--- src/rtl/serial_subtractor_fsm_if.sv ---
// Start/busy/done handshake bundle for the bit-serial subtractor.
// master: the controller launching operations; slave: the subtractor itself.
interface serial_subtractor_fsm_if #(
  parameter int unsigned WIDTH = 8
);
  logic             start;
  logic [WIDTH-1:0] a;
  logic [WIDTH-1:0] b;
  logic             bin;
  logic             busy;
  logic             done;
  logic [WIDTH-1:0] diff;
  logic             bout;

  modport master (
    output start,
    output a,
    output b,
    output bin,
    input  busy,
    input  done,
    input  diff,
    input  bout
  );

  modport slave (
    input  start,
    input  a,
    input  b,
    input  bin,
    output busy,
    output done,
    output diff,
    output bout
  );
endinterface

--- src/rtl/serial_subtractor_fsm.sv ---
// Bit-serial a - b - bin, one full-subtractor step per clock, LSB first.
// diff/bout update only on the edge entering DONE and are held otherwise.
module serial_subtractor_fsm #(
  parameter int unsigned WIDTH = 8
) (
  input logic                    clk,
  input logic                    rst,
  serial_subtractor_fsm_if.slave bus
);

  localparam int unsigned CntW = (WIDTH > 1) ? $clog2(WIDTH) : 1;
  localparam logic [CntW-1:0] CntLast = CntW'(WIDTH - 1);

  typedef enum logic [1:0] {
    StIdle,
    StShift,
    StDone
  } state_e;

  state_e           state;
  logic [WIDTH-1:0] sa;
  logic [WIDTH-1:0] sb;
  logic [WIDTH-1:0] sd;
  logic             bw;
  logic [CntW-1:0]  cnt;
  logic             busy;
  logic             done;
  logic [WIDTH-1:0] diff;
  logic             bout;

  logic             d_bit;
  logic             bw_nxt;
  logic [WIDTH-1:0] sd_nxt;

  // Full-subtractor cell on the current LSBs plus the registered borrow.
  always_comb begin
    d_bit  = sa[0] ^ sb[0] ^ bw;
    bw_nxt = (~sa[0] & sb[0]) | (~(sa[0] ^ sb[0]) & bw);
    sd_nxt = sd >> 1;
    sd_nxt[WIDTH-1] = d_bit;
  end

  always_ff @(posedge clk or posedge rst) begin
    if (rst) begin
      state <= StIdle;
      sa    <= '0;
      sb    <= '0;
      sd    <= '0;
      bw    <= 1'b0;
      cnt   <= '0;
      busy  <= 1'b0;
      done  <= 1'b0;
      diff  <= '0;
      bout  <= 1'b0;
    end else begin
      case (state)
        // DONE accepts start exactly like IDLE, giving back-to-back operation.
        StIdle, StDone: begin
          done <= 1'b0;
          if (bus.start) begin
            sa    <= bus.a;
            sb    <= bus.b;
            bw    <= bus.bin;
            sd    <= '0;
            cnt   <= '0;
            busy  <= 1'b1;
            state <= StShift;
          end else begin
            state <= StIdle;
          end
        end
        StShift: begin
          sa  <= sa >> 1;
          sb  <= sb >> 1;
          sd  <= sd_nxt;
          bw  <= bw_nxt;
          cnt <= cnt + CntW'(1);
          if (cnt == CntLast) begin
            diff  <= sd_nxt;
            bout  <= bw_nxt;
            busy  <= 1'b0;
            done  <= 1'b1;
            state <= StDone;
          end
        end
        default: begin
          busy  <= 1'b0;
          done  <= 1'b0;
          state <= StIdle;
        end
      endcase
    end
  end

  assign bus.busy = busy;
  assign bus.done = done;
  assign bus.diff = diff;
  assign bus.bout = bout;

endmodule

--- src/flat_wrapper.sv ---
// flat-port wrapper written by rule: the top's interface ports become plain ports
module serial_subtractor_fsm_flat 
#(
  parameter int unsigned WIDTH = 8
)
  (clk, rst, bus_start, bus_a, bus_b, bus_bin, bus_busy, bus_done, bus_diff, bus_bout);
  serial_subtractor_fsm_if #(.WIDTH(WIDTH)) bus_i ();
  input logic clk;
  input logic rst;
  input wire logic [$bits(bus_i.start)-1:0] bus_start;
  input wire logic [$bits(bus_i.a)-1:0] bus_a;
  input wire logic [$bits(bus_i.b)-1:0] bus_b;
  input wire logic [$bits(bus_i.bin)-1:0] bus_bin;
  output wire logic [$bits(bus_i.busy)-1:0] bus_busy;
  output wire logic [$bits(bus_i.done)-1:0] bus_done;
  output wire logic [$bits(bus_i.diff)-1:0] bus_diff;
  output wire logic [$bits(bus_i.bout)-1:0] bus_bout;
  assign bus_i.start = bus_start;
  assign bus_i.a = bus_a;
  assign bus_i.b = bus_b;
  assign bus_i.bin = bus_bin;
  assign bus_busy = bus_i.busy;
  assign bus_done = bus_i.done;
  assign bus_diff = bus_i.diff;
  assign bus_bout = bus_i.bout;
  serial_subtractor_fsm #(.WIDTH(WIDTH)) u_core (.clk(clk), .rst(rst), .bus(bus_i));
endmodule
--- config.mk ---
export PLATFORM = sky130hd
export DESIGN_NAME = serial_subtractor_fsm_flat
export DESIGN_NICKNAME = d
export VERILOG_FILES = /design/src/rtl/serial_subtractor_fsm_if.sv /design/src/rtl/serial_subtractor_fsm.sv /design/src/flat_wrapper.sv
export SDC_FILE = /design/constraint.sdc
export NUM_CORES = 1
export LEC_CHECK = 0
export BUFFER_PORTS_ARGS = -buffer_cell sky130_fd_sc_hd__buf_2
export CAP_MARGIN = 20
export CORE_ASPECT_RATIO = 1.2
export CORE_UTILIZATION = 41
export CTS_CLUSTER_DIAMETER = 80
export CTS_CLUSTER_SIZE = 16
export DETAILED_ROUTE_END_ITERATION = 10
export GPL_TIMING_DRIVEN = 0
export HOLD_SLACK_MARGIN = 0.12
export PLACE_DENSITY_LB_ADDON = 0.25
export SLEW_MARGIN = 20
export SYNTH_ARGS = -nofsm -noshare
export SYNTH_HDL_FRONTEND = slang
export SYNTH_SLANG_ARGS = --single-unit
--- constraint.sdc ---
create_clock -name clk -period 1.4 [get_ports clk]
set_clock_uncertainty 0.1 [all_clocks]
set_input_delay 0 -clock clk [delete_from_list [all_inputs] [get_ports clk]]
set_output_delay 0 -clock clk [all_outputs]
set_load 0.02 [all_outputs]
After elaboration in Yosys (flattened, before gate mapping) --
Index checks and enable logic that the tools add are counted.
Storage, ports and cells: register bits after elaboration 41, bits of input ports 20, logic and storage cells 47
Operators by class: add/sub/neg operators 1, equality and inequality tests 5, muxes and demuxes 18, bitwise gates (word level) 7, reductions and logical operators 6
Operators with widths (count):
- 8-bit case mux with 2 select lines | 3
- 8-bit 2-to-1 mux | 3
- 1-bit 2-to-1 mux | 6
- 3-bit case mux with 2 select lines | 1
- 2-bit AND reduction | 3
- 1-bit case mux with 2 select lines | 2
- 2-bit case mux with 2 select lines | 1
- 3-bit by 1-bit adder with 3-bit output (second input constant) | 1
- 3-bit == test (second input constant) | 1
- 3-bit 2-to-1 mux | 1
- 1-bit AND | 2
- 2-bit by 1-bit == test with 1-bit output (second input constant) | 1
- 2-bit == test (second input constant) | 1
- 2-bit logical NOT | 1
- 2-bit 2-to-1 mux | 1
- 2-bit by 1-bit inequality test with 1-bit output (second input constant) | 1
- 2-bit inequality test (second input constant) | 1
- 1-bit NOT | 2
- 2-bit nonzero test | 1
- 2-bit OR reduction | 1
- 1-bit XOR | 2
- 1-bit OR | 1

Depth between registers and ports, before layout --
Gate-level depths: netlist of the first run.
depth in word-level cells 5, depth in mapped cells 6

Worst setup path after synthesis of the first run --
Ideal clock, no wire load.
kind flip-flop to flip-flop, start reg u_core.cnt[0], end reg u_core.diff[0] (netlist: u_core.bus.diff[0]), arrival 1.332 ns, required time 1.175 ns, slack -0.157 ns, stages on the path, launching flop included 6, path buffers 1, clock period less this slack 1.557 ns, cells stage by stage dfrtp_1 > ha_1 > ha_1 > nand3b_4 > buf_6 > mux2_4
Between the ends: cells in the longest elaborated chain, start to end 2
Ends and longest elaborated chain:
- from (decl) | RTL line serial_subtractor_fsm.sv:25 | logic [CntW-1:0] cnt;
- from (signal assigned) | RTL line serial_subtractor_fsm.sv:77 | cnt <= cnt + CntW'(1);
- 3-bit == test | RTL line serial_subtractor_fsm.sv:78 | if (cnt == CntLast) begin
- 2-bit AND reduction (no line)
- to (signal assigned) | RTL line serial_subtractor_fsm.sv:79 | diff <= sd_nxt;
- to (decl) | RTL line serial_subtractor_fsm.sv:28 | logic [WIDTH-1:0] diff;
Every way passes these cells. A chain may end at the register's enable or synchronous reset.

Worst setup path in the final report of the first run --
start reg u_core.cnt[0], end reg u_core.diff[4] (netlist: u_core.bus.diff[4])
The elaborated chain is that of the path after synthesis.

==> qor.csv, run 1 <==
metric,value,unit
placed_area,2282,um^2
start_util,43.34,%
yosys_warnings,0,
cts_sinks,40,
crit_slowest_cell,dfrtp_1,
critPathArrivalTime,1580,ps
cts_made_buffers,5,
max-slew-margin-rel,80.76,%
placed_cells,261,
dieHeight,78.91,um
clock.fmax,664.9,MHz
hp-start,bus_bin,
n_antenna_cell,0,
netlist_top_cells_area,"dfrtp_1, mux2i_1, mux2_4",
vdd_drop_max,0.0009870,V
p_total,5302,uW
synth_top_cell_by_area,dfrtp_1,
fin_crit_sh,107.4,%
maxSlewViolCount,0,
place.gp.congestion,0.6926,
grt_usage,17.81,%
power_leakage,0.001262,uW
synth_top_area_share,49.54,%
wl_per_cell,13.61,um
areaGrowthSynthToFinish,33.37,%
yosysMostFrequentCell,dfrtp_1,
maxCapViolations,0,
htree_levels,2,
ys_seq_area_share,49.54,%
cp.required,1480,ps
grt_pass1_wl,6996,um
crit_path_end_kind,flop,
drtAntennaViolNets,0,
power-per-cell-area,1967,nW/um^2
syn_area_per_cell,11.75,um^2
post-place-ws,-151.2,ps
grt_pass1_vias,1468,
syn_nets,195,
hp-class,in2reg,
r2r_start,u_core.cnt[0],
synth-main-ff-cell,dfrtp_1,
cts_buffer_depth,2,
row_count,27,
finish.instance_area,2695,um^2
grt_max_degree,26,
wirelength,4068,um
violations,negative setup slack,
netlist_top_cells_count,"dfrtp_1, mux2i_1, nor2b_1, a211oi_1, a21oi_1",
drtIter0Drc,34,
startpoint,u_core.cnt[0],
yosys_register_bits,40,
io_pins,31,
remaining_drc_errors,0,
netlist_area,2021,um^2
synth-edff-count,0,
tightestPinTransition,288.2,ps
cp_max_fo,8,
root_buffer,clkbuf_8,
portBuffers,30,
cts_tree,done,
grt_setup_unrepaired,true,
drive_gt1_share,34.85,%
overflow,0,
drtPass1Iterations,3,
slowest_delay,410,ps
clk_pin_slew,80,ps
antenna_found_initial,0,
start_kind,flop,
drt-vias-per-instance,4.906,
final_core_util,57.81,%
fin_ws,-104.1,ps
async_flop_share,100.0,%
status,"complete, but fails checks",
layout.nets,263,
path_class,reg2reg,
clock_latency,290,ps
fin_cells,299,
dieArea,5214,um^2
setup_viol,10,
die_w,66.09,um
syn-instance-count,172,
min_period,1504,ps
ys_types,28,
via_count,1467,
hold_violations,0,
path_cells,ha_2 > ha_4 > nand3b_4 > buf_8 > mux2_4,
coreArea,4662,um^2
worst max-delay path: cells and delay by family (launching register included):
| family | cells | cell delay [ps] |
|---|---|---|
| buffers and inverters | 1 | 140 |
| DFF | 1 | 410 |
| and+or+nand+nor | 1 | 80 |
| adders and majority gates | 2 | 370 |
| muxes | 1 | 300 |
what timing repair did:
item                                    4_1_cts  5_1_grt
gates resized for setup                       1       10
hold endpoints to repair                     57        0
pin swaps                                     1        2
setup buffers                                 6        4
endpoints found under the setup margin        9       50
hold buffers                                 20        0
per-layer routing:
metal,wire (um),share of wire [%],GRT usage [%],up-vias
met4,74,1.8,7.021,0
met3,117,2.9,4.885,6
li1,-,-,-,740
met2,1981,49,27.65,23
met1,1894,47,23.38,698
met5,0,0,0,-
cell families (layout without fill, tap and decap cells):
group | Yosys count | in the layout | synth area share [%]
xor+xnor | 1 | 1 | 0.4335
fa+ha+maj | 3 | 3 | 2.229
flops | 40 | 40 | 49.54
simple gates | 38 | 38 | 11.15
compound gates | 45 | 45 | 14.30
mux | 29 | 29 | 16.59
buf+inv | 16 | 85 | 5.758
cell type report:
class                      count  area (um^2)
fill                         402         1967
sequential                    40         1002
multi-input combinational    116        935.9
timing repair buffer          61        445.4
buffer                        12        115.1
clock buffer                   6        72.57
tap                           58        72.57
clock inverter                 2        35.03
inverter                       4        16.27
per-stage QoR:
step	TNS, ps	hold slack [ps]
2_1_floorplan	-470.4	46.14
3_3_place_gp	-8458	133.7
3_5_place_dp	-1174	-107.9
4_1_cts	-982.4	365.3
5_1_grt	-1235	398.2
6_report	-824.2	369.5
state kept, by name, summed over array words and instances, names as in the netlist:
| signal | cells |
|---|---|
| u_core.bus.bout | 1 |
| u_core.bus.busy | 1 |
| u_core.bus.diff | 8 |
| u_core.bus.done | 1 |
| u_core.bw | 1 |
| u_core.cnt | 3 |
| u_core.sa | 8 |
| u_core.sb | 8 |
| u_core.sd | 7 |
| u_core.state | 2 |
worst paths after layout:
kind	end	slack, ps	cells past startpoint
setup / recovery	u_core.bus.diff[4]	-100	5
setup reg to reg	u_core.bus.diff[4]	-100	5
hold / removal	u_core.bw	370	3
hold reg to reg	u_core.bus.bout	390	2
max in group asynchronous	u_core.state[0]	130	5
min in group asynchronous	u_core.bus.diff[1]	640	4
cells in the final DEF (no fill, tap or decap), types with 2 or more instances in the layout:
| cell | instances |
|---|---|
| a211oi_2 | 2 |
| nor2_1 | 2 |
| nand2_1 | 9 |
| mux2_1 | 4 |
| inv_2 | 2 |
| nand3_1 | 2 |
| buf_2 | 32 |
| buf_8 | 3 |
| a211oi_1 | 10 |
| a21oi_1 | 12 |
| dlygate4sd3_1 | 20 |
| mux2_4 | 7 |
| clkinv_2 | 2 |
| buf_4 | 14 |
| mux2i_1 | 14 |
| buf_6 | 2 |
| a21o_1 | 3 |
| nand2b_1 | 7 |
| mux2_2 | 4 |
| a22o_1 | 5 |
| clkbuf_8 | 5 |
| nor2b_1 | 13 |
| dfrtp_1 | 39 |
| o21ai_1 | 11 |
where the power goes:
group	switching, uW	internal [uW]
sequential	369	1670
clock	396	529
combinational	1080	1260
(Power assumes the default switching activity.)
==> inputs of run 2 (changes only) <==
--- a/config.mk
+++ b/config.mk
@@ -8,7 +8,7 @@
 export BUFFER_PORTS_ARGS = -buffer_cell sky130_fd_sc_hd__buf_2
 export CAP_MARGIN = 20
 export CORE_ASPECT_RATIO = 1.2
-export CORE_UTILIZATION = 41
+export CORE_UTILIZATION = 50
 export CTS_CLUSTER_DIAMETER = 80
 export CTS_CLUSTER_SIZE = 16
 export DETAILED_ROUTE_END_ITERATION = 10
==> run 2 against run 1 <==
  * The flow still finishes with violations (negative setup slack)
  * Sequential power about the same
  * Global-route usage increased by 4.8 points
  * Register-to-register slack about the same
  * Total power increased by 9.3%
  * Critical path type unchanged
==> qor.csv, run 2 (same netlist as run 1, synthesis figures left out) <==
metric,value,unit,change
dieHeight,71.64,um,was 78.91 um
die_w,60.03,um,was 66.09 um
tightestPinTransition,288.7,ps,was 288.2 ps
drtAntennaViolNets,0,,unchanged
cts_sinks,40,,unchanged
slowest_delay,490,ps,was 410 ps
p_total,5798,uW,was 5302 uW
fin_cells,291,,was 299
cp_max_fo,2,,was 8
cp.required,1490,ps,was 1480 ps
remaining_drc_errors,0,,unchanged
areaGrowthSynthToFinish,35.73,%,was 33.37%
path_class,reg2reg,,unchanged
crit_path_end_kind,flop,,unchanged
row_count,24,,was 27
clock.fmax,659.7,MHz,was 664.9 MHz
final_cell_mix,"dfrtp_1, buf_2, dlygate4sd3_1, nor2b_1, mux2i_1",,"was dfrtp_1, buf_2, dlygate4sd3_1, buf_4, mux2i_1"
dp_hpwl,2945,um,
antenna_found_initial,0,,unchanged
cts_made_buffers,5,,unchanged
layout.nets,261,,was 263
htree_levels,2,,unchanged
grt_usage,22.58,%,was 17.81%
fin_ws,-115.9,ps,was -104.1 ps
vdd_drop_max,0.001048,V,was 0.0009870 V
power-per-cell-area,2114,nW/um^2,was 1967 nW/um^2
wirelength,4462,um,was 4068 um
grt_pass1_vias,1634,,"was 1,468"
grt_max_degree,28,,was 26
crit_slowest_cell,fa_1,,was dfrtp_1
place.gp.congestion,0.7064,,was 0.6926
path_cells,inv_2 > fa_1 > mux2_4 > nand2_2 > o21ai_2,,was ha_2 > ha_4 > nand3b_4 > buf_8 > mux2_4
start_util,53.83,%,was 43.34%
drtIter0Drc,50,,was 34
drtPass1Iterations,6,,was 3
setup_viol,9,,was 10
coreArea,3754,um^2,was 4662 um^2
hold_violations,0,,unchanged
fin_crit_sh,108.3,%,was 107.4%
maxSlewViolCount,0,,unchanged
drive_gt1_share,36.40,%,was 34.85%
cts_buffer_depth,2,,unchanged
fillers,268,,was 402
overflow,0,,unchanged
grt_setup_unrepaired,true,,unchanged
power_leakage,0.001285,uW,was 0.001262 uW
critPathArrivalTime,1610,ps,was 1580 ps
critPathTopFamily,adder cells,,was flip-flops
fin_hold_ws,375.5,ps,was 369.5 ps
start_kind,flop,,unchanged
clock_latency,290,ps,about the same
drt-vias-per-instance,5.385,,was 4.906
portBuffers,30,,unchanged
placed_cells,255,,was 261
min_period,1516,ps,was 1504 ps
n_antenna_cell,0,,unchanged
via_count,1567,,"was 1,467"
io_pins,31,,unchanged
reg_top3,"u_core.bus.diff: 8 flops, u_core.sa: 8 flops, u_core.sb: 8 flops",,unchanged
maxCapViolations,0,,unchanged
layout_commonest_cell,dfrtp_1,,unchanged
cp_num_buf_inv,1,,unchanged
root_buffer,clkbuf_8,,unchanged
dieArea,4301,um^2,was 5214 um^2
wl_per_cell,15.33,um,was 13.61 um
final_core_util,73.07,%,was 57.81%
max-slew-margin-rel,80.73,%,was 80.76%
cts_tree,done,,unchanged
clk_pin_slew,80,ps,about the same
violations,negative setup slack,,unchanged
hp-class,in2reg,,unchanged
grt_pass1_wl,7265,um,was 6996 um
status,"complete, but fails checks",,unchanged
==> run 2: changes by cell type in the layout (fill, tap and decap cells not counted), sizes merged <==
| cell | before | now |
|---|---|---|
| buf | 52 | 51 |
| bufinv | 1 | 3 |
| clkbuf | 7 | 5 |
| clkinv | 2 | 1 |
==> run 2: path summary, 6_finish.rpt <==
path / startpoint / end / slack, ps / cells past startpoint
max reg2reg: u_core.bw / u_core.sd[7] / -120 / 5
min: bus_bin / u_core.bw / 380 / 3
min in group asynchronous: rst / u_core.cnt[0] / 680 / 4
min reg2reg: u_core.bus.done / u_core.bus.done / 380 / 1
max: u_core.bw / u_core.sd[7] / -120 / 5
max in group asynchronous: rst / u_core.state[0] / 100 / 5
==> run 2: worst register-to-register path: stages (launching register included) <==
cell	delay, ps
dfrtp_1	370
inv_2	50
fa_1	490
mux2_4	290
nand2_2	70
o21ai_2	50
==> run 2: repair_timing <==
action / in CTS / in global routing
setup buffers: 4 / 4
hold buffers: 20 / 0
endpoints found under the setup margin: 9 / 50
endpoints found under the hold margin: 57 / 0
resized for setup: 1 / 15
pin swaps: 1 / 2
==> run 2: stage by stage <==
stage | worst slack, ps | instance area [um^2] | TNS, ps
CTS | -116.3 | 2664 | -897.1
floorplan | -63.67 | 2039 | -470.4
global placement | -131.2 | 2255 | -5062
finish | -115.9 | 2743 | -924.1
detailed placement | -151.1 | 2275 | -1185
global route | -180.2 | 2743 | -1256
==> run 2: per-layer routing <==
| layer | vias to the layer above | track usage [%] | routed length (um) | part of all wire, % |
|---|---|---|---|---|
| li1 | 739 | - | - | - |
| met1 | 784 | 25.39 | 1867 | 42 |
| met2 | 38 | 41.60 | 2395 | 54 |
| met3 | 6 | 5.235 | 154 | 3.5 |
| met4 | 0 | 5.943 | 44 | 0.99 |
| met5 | - | 0 | 0 | 0 |
==> run 2: cell type report <==
cell class                 count  area [um^2]  share of cell area (%)
sequential                    40         1002                   36.54
multi-input combinational    116        953.4                   34.76
timing repair buffer          59        437.9                   15.97
buffer                        12        108.9                   3.969
clock inverter                 3        90.09                   3.285
clock buffer                   5        68.82                   2.509
tap                           52        65.06                   2.372
inverter                       4        16.27                  0.5931
==> run 2: where the power goes <==
group / internal [uW] / switching, uW
clock: 892 / 405
sequential: 1670 / 390
combinational: 1280 / 1160
==> inputs of run 3 (changes only) <==
==> constraint.sdc (replaced) <==
create_clock -name clk -period 1.3 [get_ports clk]
set_clock_uncertainty 0.1 [all_clocks]
set_input_delay 0 -clock clk [delete_from_list [all_inputs] [get_ports clk]]
set_output_delay 0 -clock clk [all_outputs]
set_load 0.02 [all_outputs]
==> run 3 against run 2 <==
  * The run still ends with negative setup slack left
  * Largest power group unchanged
  * Largest cell class is now multi-input gates
  * Total power up 12%
  * Setup slack got worse by 120 ps
  * Fmax down 1.4%
==> qor.csv, run 3 (same netlist as run 1, synthesis figures left out) <==
metric,value,unit,change
drtAntennaViolNets,0,,unchanged
portBuffers,30,,unchanged
worst_r2r_path_depth,4,,was 5
drive_gt1_share,43.20,%,was 36.40%
coreArea,3754,um^2,unchanged
status,"complete, but fails checks",,unchanged
dieArea,4301,um^2,unchanged
clk_pin_slew,80,ps,about the same
place.gp.congestion,0.7916,,was 0.7064
placed_area,2287,um^2,was 2275 um^2
fin_ws,-237.4,ps,was -115.9 ps
crit_path_end,u_core.bus.diff[7],,was u_core.sd[7]
post-place-ws,-249.8,ps,was -151.1 ps
start_kind,flop,,unchanged
reg2reg_slack,-240,ps,was -120 ps
cts_tree,done,,unchanged
crit_slowest_cell,fa_1,,unchanged
dieHeight,71.64,um,unchanged
whs_path_depth,4,,was 3
root_buffer,clkbuf_8,,unchanged
fin_hold_ws,171.3,ps,was 375.5 ps
overflow,0,,unchanged
grt_usage,23.54,%,was 22.58%
grt_max_degree,22,,was 28
power-per-cell-area,2219,nW/um^2,was 2114 nW/um^2
fin_crit_sh,118.3,%,was 108.3%
maxSlewViolCount,0,,unchanged
min_period,1537,ps,was 1516 ps
clock.fmax,650.5,MHz,was 659.7 MHz
tightestPinTransition,478.9,ps,was 288.7 ps
critPathTopFamily,adder cells,,unchanged
startpoint,u_core.sb[0],,was u_core.bw
maxCapViolations,0,,unchanged
n_antenna_cell,0,,unchanged
remaining_drc_errors,0,,unchanged
drtIter0Drc,49,,was 50
max-slew-margin-rel,68.03,%,was 80.73%
vdd_drop_max,0.001270,V,was 0.001048 V
die_w,60.03,um,unchanged
crit_path_end_kind,flop,,unchanged
row_count,24,,unchanged
grt_pass1_wl,7603,um,was 7265 um
cp_num_buf_inv,2,,was 1
via_count,1617,,"was 1,567"
areaGrowthSynthToFinish,44.58,%,was 35.73%
htree_levels,2,,unchanged
layout_commonest_cell,dfrtp_1,,unchanged
cp_max_fo,2,,unchanged
io_pins,31,,unchanged
finish.instance_area,2922,um^2,was 2743 um^2
final_cell_mix,"dfrtp_1, buf_2, dlygate4sd3_1, buf_4, nor2b_1",,"was dfrtp_1, buf_2, dlygate4sd3_1, nor2b_1, mux2i_1"
cp.required,1380,ps,was 1490 ps
cts_sinks,40,,unchanged
dp_hpwl,2792,um,was 2945 um
power_leakage,0.001365,uW,was 0.001285 uW
path_cells,inv_2 > fa_1 > buf_4 > mux2_4,,was inv_2 > fa_1 > mux2_4 > nand2_2 > o21ai_2
reg_top3,"u_core.bus.diff: 8 flops, u_core.sa: 8 flops, u_core.sb: 8 flops",,unchanged
clock_latency,290,ps,about the same
hold_violations,0,,unchanged
slowest_delay,500,ps,was 490 ps
cts_made_buffers,5,,unchanged
violations,negative setup slack,,unchanged
path_class,reg2reg,,unchanged
r2r_start,u_core.sb[0],,was u_core.bw
worst-path-stages,4,,was 5
layout.nets,272,,was 261
grt_pass1_vias,1656,,"was 1,634"
cts_buffer_depth,2,,unchanged
grt_setup_unrepaired,true,,unchanged
placed_cells,255,,unchanged
hp-class,in2reg,,unchanged
drtPass1Iterations,4,,was 6
drt-vias-per-instance,5.354,,was 5.385
setup_viol,15,,was 9
r2r-end,u_core.bus.diff[7],,was u_core.sd[7]
start_util,53.83,%,unchanged
fin_cells,302,,was 291
tns,-2229,ps,was -924.1 ps
wirelength,4996,um,was 4462 um
antenna_found_initial,0,,unchanged
wl_per_cell,16.54,um,was 15.33 um
critPathArrivalTime,1620,ps,was 1610 ps
==> run 3: changes by cell type in the layout (fill, tap and decap cells not counted), sizes merged <==
cell,before,now
buf,51,58
clkbuf,5,9
dlygate4sd3,20,22
inv,3,4
clkinv,1,0
bufinv,3,1
==> run 3: metrics by stage <==
| step | utilization [%] | power (uW) |
|---|---|---|
| 2_1_floorplan | - | 3940 |
| 3_3_place_gp | 60.20 | 4379 |
| 3_5_place_dp | 60.93 | 4535 |
| 4_1_cts | 72.83 | 5887 |
| 5_1_grt | 77.83 | 6822 |
| 6_report | 77.83 | 6482 |
==> run 3: how the worst min path moves through the flow <==
stage              start      endpoint  slack (ps)
3_5_place_dp         rst  u_core.sb[1]         -60
5_1_grt        bus_start  u_core.sb[7]         190
2_1_floorplan    bus_bin     u_core.bw          50
6_report       bus_start  u_core.sa[7]         170
4_1_cts        bus_start  u_core.sa[7]         160
3_3_place_gp     bus_bin     u_core.bw         140
==> run 3: metal layers <==
metal / up-vias / part of all wire, % / global-route usage, %
met4: 0 / 2.3 / 5.943
li1: 761 / - / -
met2: 38 / 54 / 43.95
met1: 803 / 41 / 27.49
met3: 15 / 2.7 / 3.249
met5: - / 0 / 0
==> run 3: worst reg2reg max path, delay by kind of cell, from the launching register on <==
family | cells | cell delay, ps
mux | 1 | 260
fa+ha+maj | 1 | 500
buf+inv | 2 | 210
flops | 1 | 370
==> run 3: layout make-up <==
class	instances	area [um^2]
multi-input combinational	116	1015
sequential	40	1001
inverter	4	15.01
fill	221	832.0
tap	52	65.06
clock buffer	7	96.34
clock inverter	1	30.03
timing repair buffer	70	568.0
buffer	12	131.4
==> run 3: timing repair <==
item | in CTS | in global routing
setup buffers | 10 | 6
gates cloned | 0 | 2
hold buffers | 22 | 0
hold endpoints to repair | 57 | 0
pin swaps | 0 | 9
resized for setup | 7 | 28
setup endpoints to repair | 26 | 33
==> run 3: report_power, final <==
part	switching [uW]	total [uW]	internal [uW]
Sequential	450	2250	1800
Clock	444	1120	678
Combinational	1420	3110	1700
